[config.mk]
export PLATFORM = sky130hd
export DESIGN_NAME = ppm_sof_detector
export DESIGN_NICKNAME = d
export VERILOG_FILES = /design/src/rtl/ppm_sof_detector.sv
export SDC_FILE = /design/constraint.sdc
export NUM_CORES = 1
export LEC_CHECK = 0
export CAP_MARGIN = 10
export CORE_MARGIN = 2
export CORE_UTILIZATION = 25
export CTS_BUF_LIST = sky130_fd_sc_hd__clkbuf_8
export DETAILED_ROUTE_END_ITERATION = 10
export GPL_TIMING_DRIVEN = 0
export PLACE_DENSITY = 0.4
export SLEW_MARGIN = 20
export SYNTH_ARGS = -nofsm -noshare
export SYNTH_HDL_FRONTEND = slang
export SYNTH_SLANG_ARGS = --single-unit
[constraint.sdc]
create_clock -name clk16 -period 3.2 [get_ports clk16]
set_clock_uncertainty 0.1 [all_clocks]
set_input_delay 0.64 -clock clk16 [delete_from_list [all_inputs] [get_ports clk16]]
set_output_delay 0.64 -clock clk16 [all_outputs]
set_load 0.005 [all_outputs]
[src/rtl/ppm_sof_detector.sv]
// ppm_sof_detector: PPM start-of-frame detector on the 16x oversampling clock.
// An SOF is two active-low pulses, each of acceptable length, whose leading
// edges are SOF_SPACING +/- TOL samples apart. Emits sof_rcv / sof_err strobes,
// the measured spacing of the last good SOF and a saturating SOF count.
// Optional build macro: SOF_MAJ_FILTER_EN adds a 3-sample majority filter on
// the synchronised line (one extra cycle of latency, 1-sample glitches removed).
module ppm_sof_detector #(
  parameter int PULSE_MIN   = 4,
  parameter int PULSE_MAX   = 12,
  parameter int SOF_SPACING = 80,
  parameter int TOL         = 4,
  parameter int CNT_W       = 8
) (
  input  logic             clk16,
  input  logic             rst,
  input  logic             en,
  input  logic             din,
  output logic             sof_rcv,
  output logic             sof_err,
  output logic             busy,
  output logic [CNT_W-1:0] sof_spacing,
  output logic [7:0]       sof_count
);

  typedef enum logic [2:0] {
    IDLE    = 3'd0,
    P1      = 3'd1,
    GAP     = 3'd2,
    P2      = 3'd3,
    WAIT_HI = 3'd4
  } state_t;

  // All limits are carried at the counter width so every decision is a
  // plain CNT_W-bit unsigned compare.
  localparam logic [CNT_W-1:0] LEN_MIN  = CNT_W'(PULSE_MIN);
  localparam logic [CNT_W-1:0] LEN_OVR  = CNT_W'(PULSE_MAX + 1);
  localparam logic [CNT_W-1:0] SP_LO    = CNT_W'(SOF_SPACING - TOL);
  localparam logic [CNT_W-1:0] SP_HI    = CNT_W'(SOF_SPACING + TOL);
  localparam logic [CNT_W-1:0] CNT_ONES = '1;
  localparam logic [CNT_W-1:0] CNT_ONE  = CNT_W'(1);

  state_t state, state_n;

  logic             sync1, sync2;
  logic             s_raw, s, s_d;
  logic             fall, rise;
  logic [CNT_W-1:0] len, sp, sp_cap;
  logic [CNT_W-1:0] len_inc, sp_inc;
  logic             too_long, len_ok;
  logic             sp_early, sp_late;

  // control from the output decoder
  logic ld_start, ld_len1, inc_len, inc_sp, cap_sp;
  logic rcv_d, err_d;

  // ---------------------------------------------------------------------
  // Input path
  // ---------------------------------------------------------------------

  // Two-flop synchroniser; resets to the idle (high) line level.
  always_ff @(posedge clk16) begin
    if (rst) begin
      sync1 <= 1'b1;
      sync2 <= 1'b1;
    end else begin
      sync1 <= din;
      sync2 <= sync1;
    end
  end

  // s = 1 means the line is low (pulse active).
  assign s_raw = ~sync2;

`ifdef SOF_MAJ_FILTER_EN
  logic s_h1, s_h2;

  // History of the last two raw samples for the majority vote.
  always_ff @(posedge clk16) begin
    if (rst) begin
      s_h1 <= 1'b0;
      s_h2 <= 1'b0;
    end else begin
      s_h1 <= s_raw;
      s_h2 <= s_h1;
    end
  end

  // 2-of-3 vote: both edges move one cycle later, so lengths are preserved
  // while isolated single-sample flips are dropped.
  assign s = (s_raw & s_h1) | (s_raw & s_h2) | (s_h1 & s_h2);
`else
  assign s = s_raw;
`endif

  // One-sample delay of the (possibly filtered) line for edge detection.
  always_ff @(posedge clk16) begin
    if (rst) s_d <= 1'b0;
    else     s_d <= s;
  end

  assign fall = s & ~s_d;
  assign rise = ~s & s_d;

  // ---------------------------------------------------------------------
  // Counter arithmetic and decisions
  // ---------------------------------------------------------------------

  assign len_inc  = (len == CNT_ONES) ? len : len + CNT_ONE;
  assign sp_inc   = (sp  == CNT_ONES) ? sp  : sp  + CNT_ONE;

  // len holds the low samples seen before this cycle; this cycle's low
  // sample would push it past PULSE_MAX.
  assign too_long = s & (len_inc == LEN_OVR);
  // Evaluated on rise: len is then the full pulse length.
  assign len_ok   = (len >= LEN_MIN);

  assign sp_early = (sp < SP_LO);
  assign sp_late  = (sp > SP_HI);

  // ---------------------------------------------------------------------
  // FSM
  // ---------------------------------------------------------------------

  // State register.
  always_ff @(posedge clk16) begin
    if (rst) state <= IDLE;
    else     state <= state_n;
  end

  // Next-state logic; dropping en forces IDLE on the next cycle.
  always_comb begin
    state_n = state;
    if (!en) begin
      state_n = IDLE;
    end else begin
      case (state)
        IDLE: begin
          if (fall) state_n = P1;
        end
        P1, P2: begin
          if (rise)          state_n = (state == P1 && len_ok) ? GAP : IDLE;
          else if (too_long) state_n = WAIT_HI;
        end
        GAP: begin
          // A fall arriving in the same cycle as the timeout is too late.
          if (sp_late)   state_n = IDLE;
          else if (fall) state_n = sp_early ? P1 : P2;
        end
        WAIT_HI: begin
          if (rise) state_n = IDLE;
        end
        default: state_n = IDLE;
      endcase
    end
  end

  // Output / datapath-control decode; all strobes suppressed while disabled.
  always_comb begin
    ld_start = 1'b0;
    ld_len1  = 1'b0;
    inc_len  = 1'b0;
    inc_sp   = 1'b0;
    cap_sp   = 1'b0;
    rcv_d    = 1'b0;
    err_d    = 1'b0;
    if (en) begin
      case (state)
        IDLE: begin
          ld_start = fall;
        end
        P1: begin
          inc_len = 1'b1;
          inc_sp  = 1'b1;
          err_d   = ~rise & too_long;
        end
        GAP: begin
          inc_sp = 1'b1;
          if (sp_late) begin
            err_d = 1'b1;
          end else if (fall) begin
            if (sp_early) begin
              // Second edge came too soon: treat it as a fresh first pulse.
              err_d    = 1'b1;
              ld_start = 1'b1;
            end else begin
              ld_len1 = 1'b1;
              cap_sp  = 1'b1;
            end
          end
        end
        P2: begin
          inc_len = 1'b1;
          inc_sp  = 1'b1;
          if (rise) begin
            rcv_d = len_ok;
            err_d = ~len_ok;
          end else begin
            err_d = too_long;
          end
        end
        default: ;
      endcase
    end
  end

  // ---------------------------------------------------------------------
  // Datapath
  // ---------------------------------------------------------------------

  // Pulse-length and edge-spacing counters, cleared while disabled.
  always_ff @(posedge clk16) begin
    if (rst || !en) begin
      len    <= '0;
      sp     <= '0;
      sp_cap <= '0;
    end else begin
      if (ld_start) begin
        len <= CNT_ONE;
        sp  <= CNT_ONE;
      end else begin
        if (ld_len1)      len <= CNT_ONE;
        else if (inc_len) len <= len_inc;
        if (inc_sp)       sp  <= sp_inc;
      end
      // Spacing is latched at the second fall but only published once the
      // second pulse proves valid.
      if (cap_sp) sp_cap <= sp;
    end
  end

  // Registered strobes, published spacing and saturating SOF count.
  always_ff @(posedge clk16) begin
    if (rst) begin
      sof_rcv     <= 1'b0;
      sof_err     <= 1'b0;
      sof_spacing <= '0;
      sof_count   <= 8'd0;
    end else begin
      sof_rcv <= rcv_d;
      sof_err <= err_d;
      if (rcv_d) begin
        sof_spacing <= sp_cap;
        if (sof_count != 8'hFF) sof_count <= sof_count + 8'd1;
      end
    end
  end

  assign busy = (state != IDLE);

endmodule

[Yosys cells after proc, flatten, opt, wreduce, memory -nomap -nowiden]
Index checks and enable logic that the tools add are counted.
Operators by class
  add/subtract/negate cells: 3
  magnitude comparators: 3
  eq/ne operators: 13
  mux-type cells: 36
  bitwise logic cells: 10
  reduce and logical (&&, ||, !) cells: 16
Operator list (count)
  8-bit by 1-bit adder with 8-bit output (second input constant): 3
  1-bit 2-to-1 mux: 24
  3-bit 2-to-1 mux: 6
  8-bit equality test (second input constant): 2
  3-bit one-hot mux with 4 select lines: 1
  8-bit by 4-bit equality test with 1-bit output (second input constant): 1
  8-bit by 3-bit >= comparator with 1-bit output (second input constant): 1
  8-bit by 7-bit greater-than comparator with 1-bit output (second input constant): 1
  8-bit by 7-bit less-than comparator with 1-bit output (second input constant): 1
  8-bit 2-to-1 mux: 1
  8-bit != test (second input constant): 1
  3-bit by 2-bit equality test with 1-bit output (second input constant): 2
  2-bit != test (second input constant): 3
  1-bit NOT: 6
  2-bit AND reduction: 3
  3-bit nonzero test: 2
  2-bit OR reduction: 3
  3-bit OR reduction: 2
  1-bit bitwise AND: 4
  2-bit 2-to-1 mux: 2
  4-bit AND reduction: 1
  3-bit by 1-bit equality test with 1-bit output (second input constant): 1
  3-bit equality test (second input constant): 1
  3-bit zero test: 1
  other kinds (8): 8
Storage, ports and cells
  register bits: 48
  output and inout bits: 19

[Depth between registers and ports, before layout]
  depth in word-level cells: 8
  gate-level depth with buffers: 8
  gate-level depth less buffers: 7

[Least setup slack after synthesis]
Ideal clock, no wire load.
  path kind: register -> register
  start: register sof_count[0]
  end: register sof_count[2]
  library setup time: 128 ps
  data arrival time: 1617 ps
  path slack: 1355 ps
  stages on the path, launching flop included: 7
  period minus slack after synthesis: 1845 ps
  cell sequence: dfxtp_1 ha_1 nand2_1 nor3_1 nor3b_1 xnor2_1 nor2_1
On the way
  cells in the longest elaborated chain, start to end: 2
  elaborated cells on any way between the ends: 3
  those cells by class: 1 x add/sub; 1 x eq/ne; 1 x reduce/logical
RTL lines
  start, declared: RTL line 22  | output logic [7:0] sof_count
  start signal, assigned: RTL line 243  | if (sof_count != 8'hFF) sof_count <= sof_count + 8'd1;
  branches (longest 2 deep; another with 8-bit by 1-bit adder with 8-bit output)
Parallel ways; which one is timed is not known.
A chain may end at the register's enable or synchronous reset.

[Worst setup path after layout]
  start: register state[1]
  end: output busy
On the way
  cells in the longest elaborated chain, start to end: 1
RTL lines
  start, declared: RTL line 42  | state_t state, state_n;
  start signal, assigned: RTL line 127  | else state <= state_n;
  3-bit nonzero test: RTL line 248  | assign busy = (state != IDLE);
  end, declared: RTL line 20  | output logic busy,
Every way passes these cells.

==> results.cfg <==
[power_and_ir_drop]
internal_power_mw = 0.788
irDropWorstVdd_mv = 0.140
p_seq_frac = 0.579
pwr_density_cell_mw_per_mm2 = 373
sw_frac_of_total = 0.241
total_leakage_power_nw = 0.994
comb_power_share = 0.033
pwr-share-clk = 0.389
power.net_switching_mw = 0.250

[job]
drv.max_cap_violation_count = 0

[grt]
grt_remaining_overflow = 0
maximum_number_of_pins_on_one_net_before_global_route_repair = 16
grt_first_pass_wirelength_um = 9320
vias_in_the_first_global_route = 1852
grt_util_all_layers = 0.117
grt_antenna_before_repair = 0

[worst_setup_path]
cp.arrival_ps = 1710
crit_slowest_cell = clkdlybuf4s50_1
timing.critical_path.cells = clkbuf_1 > or3_1 > clkdlybuf4s50_1
cp-start-kind = flip-flop
critPathCaptureType = primary output
worst_path_dominant_cell_family = buffers and inverters
timing.critical_path.required_ps = 2460
cp_max_fo = 10
critical_path_type = reg2out
cp.buffers_inverters = 2
cpPeakStageDelay_ps = 450

[cells_and_area]
insertedDiodeCount = 0
area_delta_synth_final_pct = 19.8
post_route_cells_drive_above_1_share = 0.0967
design.final.nets = 308

[floorplanning]
floorplan.core_area_mm2 = 0.00911
dieWidth_um = 100
starting_density = 0.255
overall_die_area_mm2 = 0.0101
pin_count = 23
dieHeight_um = 100
rows = 35

[clock_network]
cts_root_buf = clkbuf_8
worst_skew_pair.late_latency_ps = 310
cts_hold_buffers = 0
numClockSinks = 48
clk_pin_slew_ps = 100
tritoncts = built
post_cts.resized_instances = 0
clk_path_buf_depth = 2
post-cts-setup-buffers = 0
cts_buffers = 5
cts-htree-levels = 2

[routing]
detail_route.first_pass.iterations = 5
met1Wirelength_um = 2740
via_per_inst = 4.73
met3_wirelength_um = 168
post_drt_wl_per_cell_um = 13.5
routed-via-count = 1944
drt_first_iter_violations = 56
route.antenna.remaining_nets = 0
drc_errors = 0
routed_wirelength_um = 5560
maxUsedRoutingLayer = met4
route.met2.wl_um = 2600

[synthesis]
synth_sequential_area_ratio = 0.413
synth_enable_flop_cells = 0
netlist_instances = 270
most_common_cell_in_the_synthesized_netlist = dfxtp_1
syn_nets = 279
netlist_area_mm2 = 0.00232
yosysUniqueCellTypes = 48
synth_flop_cell = dfxtp_1
synth_seq_cells = 48
synthArstFlopShare = 0
yosysTopAreaCell = dfxtp_1
synth_top_cell_area_share = 0.413
yosys_warnings = 0
most_area_consuming_cells_after_synthesis = dfxtp_1 (41%), nor2_1 (6.0%), nand2_1 (4.7%), xnor2_1 (3.8%), mux2i_1 (3.4%)
syn-mean-instance-area_um2 = 8.61
synth.cells.most_frequent = dfxtp_1 (48), nor2_1 (37), nand2_1 (29), a21oi_1 (14), nand3_1 (13)

[timing]
finalSetupViolCount = 0
report.final.slew_viol_count = 0
final.setup.tns_ps = 0
timing.slew.headroom = 0.357
timing_hold_violations_final = 0
rsz_0062_raised_after_global_routing = false
tightestPinTransition_ps = 958
final.period_utilization = 0.766
fmaxAchievable_mhz = 408
final_critical_path_setup_slack_ps = 749
period_minus_slack_ps = 2450

[placement]
placement.io_buffers = 22
placement.setup.worst_slack_ps = 255
place_congestion = 0.710
dp.final_hpwl_um = 3920

[status]
status = completed

[min_path]
timing.hold.worst.class = reg2reg
## through the flow
| stage | utilization | cells | hold slack, ps | cell area (um^2) | total power, mW |
|---|---|---|---|---|---|
| 3_5_place_dp | 0.295 | 403 | 293 | 2680 | 0.650 |
| 5_1_grt | 0.306 | 411 | 326 | 2790 | 1.09 |
| 3_3_place_gp | 0.295 | 403 | 293 | 2680 | 0.650 |
| 2_1_floorplan | - | 270 | 289 | 2320 | 0.634 |
| 6_report | 0.306 | 411 | 316 | 2790 | 1.04 |
| 4_1_cts | 0.305 | 411 | 318 | 2780 | 1.06 |
## flip-flops by register name (all words and copies together), names as in the netlist
| name | count |
|---|---|
| s_d | 1 |
| sync1 | 1 |
| sync2 | 1 |
| sof_count | 8 |
| sof_spacing | 8 |
| len | 8 |
| sof_rcv | 1 |
| state | 3 |
| sp | 8 |
| sp_cap | 8 |
| sof_err | 1 |
## per-layer routing
layer	global-route usage	up-vias
met5	0	-
met3	0.0244	4
met4	0.0379	0
met1	0.156	915
li1	-	1000
met2	0.188	25
## worst paths after layout
path | from | end | slack (ps) | depth (start not counted)
min reg2reg | sync1 | sync2 | 320 | 1
min | sync1 | sync2 | 320 | 1
max reg2reg | sof_count[0] | sof_count[2] | 1110 | 6
max | state[1] | busy | 750 | 3
## layout by cell type (no fill, tap or decap), types with 2 or more instances in the layout
cell,Yosys,layout
mux2i_1,8,8
a21oi_1,14,14
a21o_1,2,2
or2_2,3,3
nor4_1,2,2
nand2b_1,4,4
nand4_1,9,9
xnor2_1,10,10
nor3_1,5,5
nor4b_2,2,2
nor2_1,37,37
nand2_1,29,29
o21ai_0,5,5
buf_2,6,6
nand3_1,13,13
buf_6,2,2
nor3b_1,4,4
a211oi_1,5,4
dfxtp_1,48,48
xor2_1,7,7
clkbuf_1,6,6
clkbuf_8,0,6
o221a_1,2,2
ha_1,5,5
nor2b_1,4,4
clkdlybuf4s50_1,0,22
a21boi_0,2,2
and3_1,6,6
inv_1,5,5
a31oi_1,2,2
a211o_1,4,4
## layout make-up
| cell class | instances | area (um^2) |
|---|---|---|
| inverters | 5 | 18.8 |
| plain buffers | 15 | 82.6 |
| fillers | 1009 | 6320 |
| multi-input cells | 202 | 1270 |
| clock buffers | 6 | 82.6 |
| repair buffers | 22 | 220 |
| well taps | 111 | 139 |
| flip-flops and latches | 48 | 961 |
| clock inverters | 2 | 13.8 |
## power by group through the flow
stage	Sequential [mW]	Clock (mW)	Combinational, mW
2_1_floorplan	0.614	0	0.0196
3_3_place_gp	0.615	0	0.0352
3_5_place_dp	0.615	0	0.0347
4_1_cts	0.601	0.426	0.0349
5_1_grt	0.602	0.447	0.0381
6_report	0.601	0.404	0.0339
## kinds of logic (layout without fill, tap and decap cells)
| kind of cell | count (synthesis) | count (layout) | share of synthesized area |
|---|---|---|---|
| xor+xnor | 17 | 17 | 0.0640 |
| buf+inv | 20 | 50 | 0.0436 |
| compound gates | 45 | 45 | 0.132 |
| fa+ha+maj | 5 | 5 | 0.0269 |
| mux | 8 | 8 | 0.0344 |
| flops | 48 | 48 | 0.413 |
| simple gates | 127 | 127 | 0.286 |
Power figures use the tool's default switching activity.
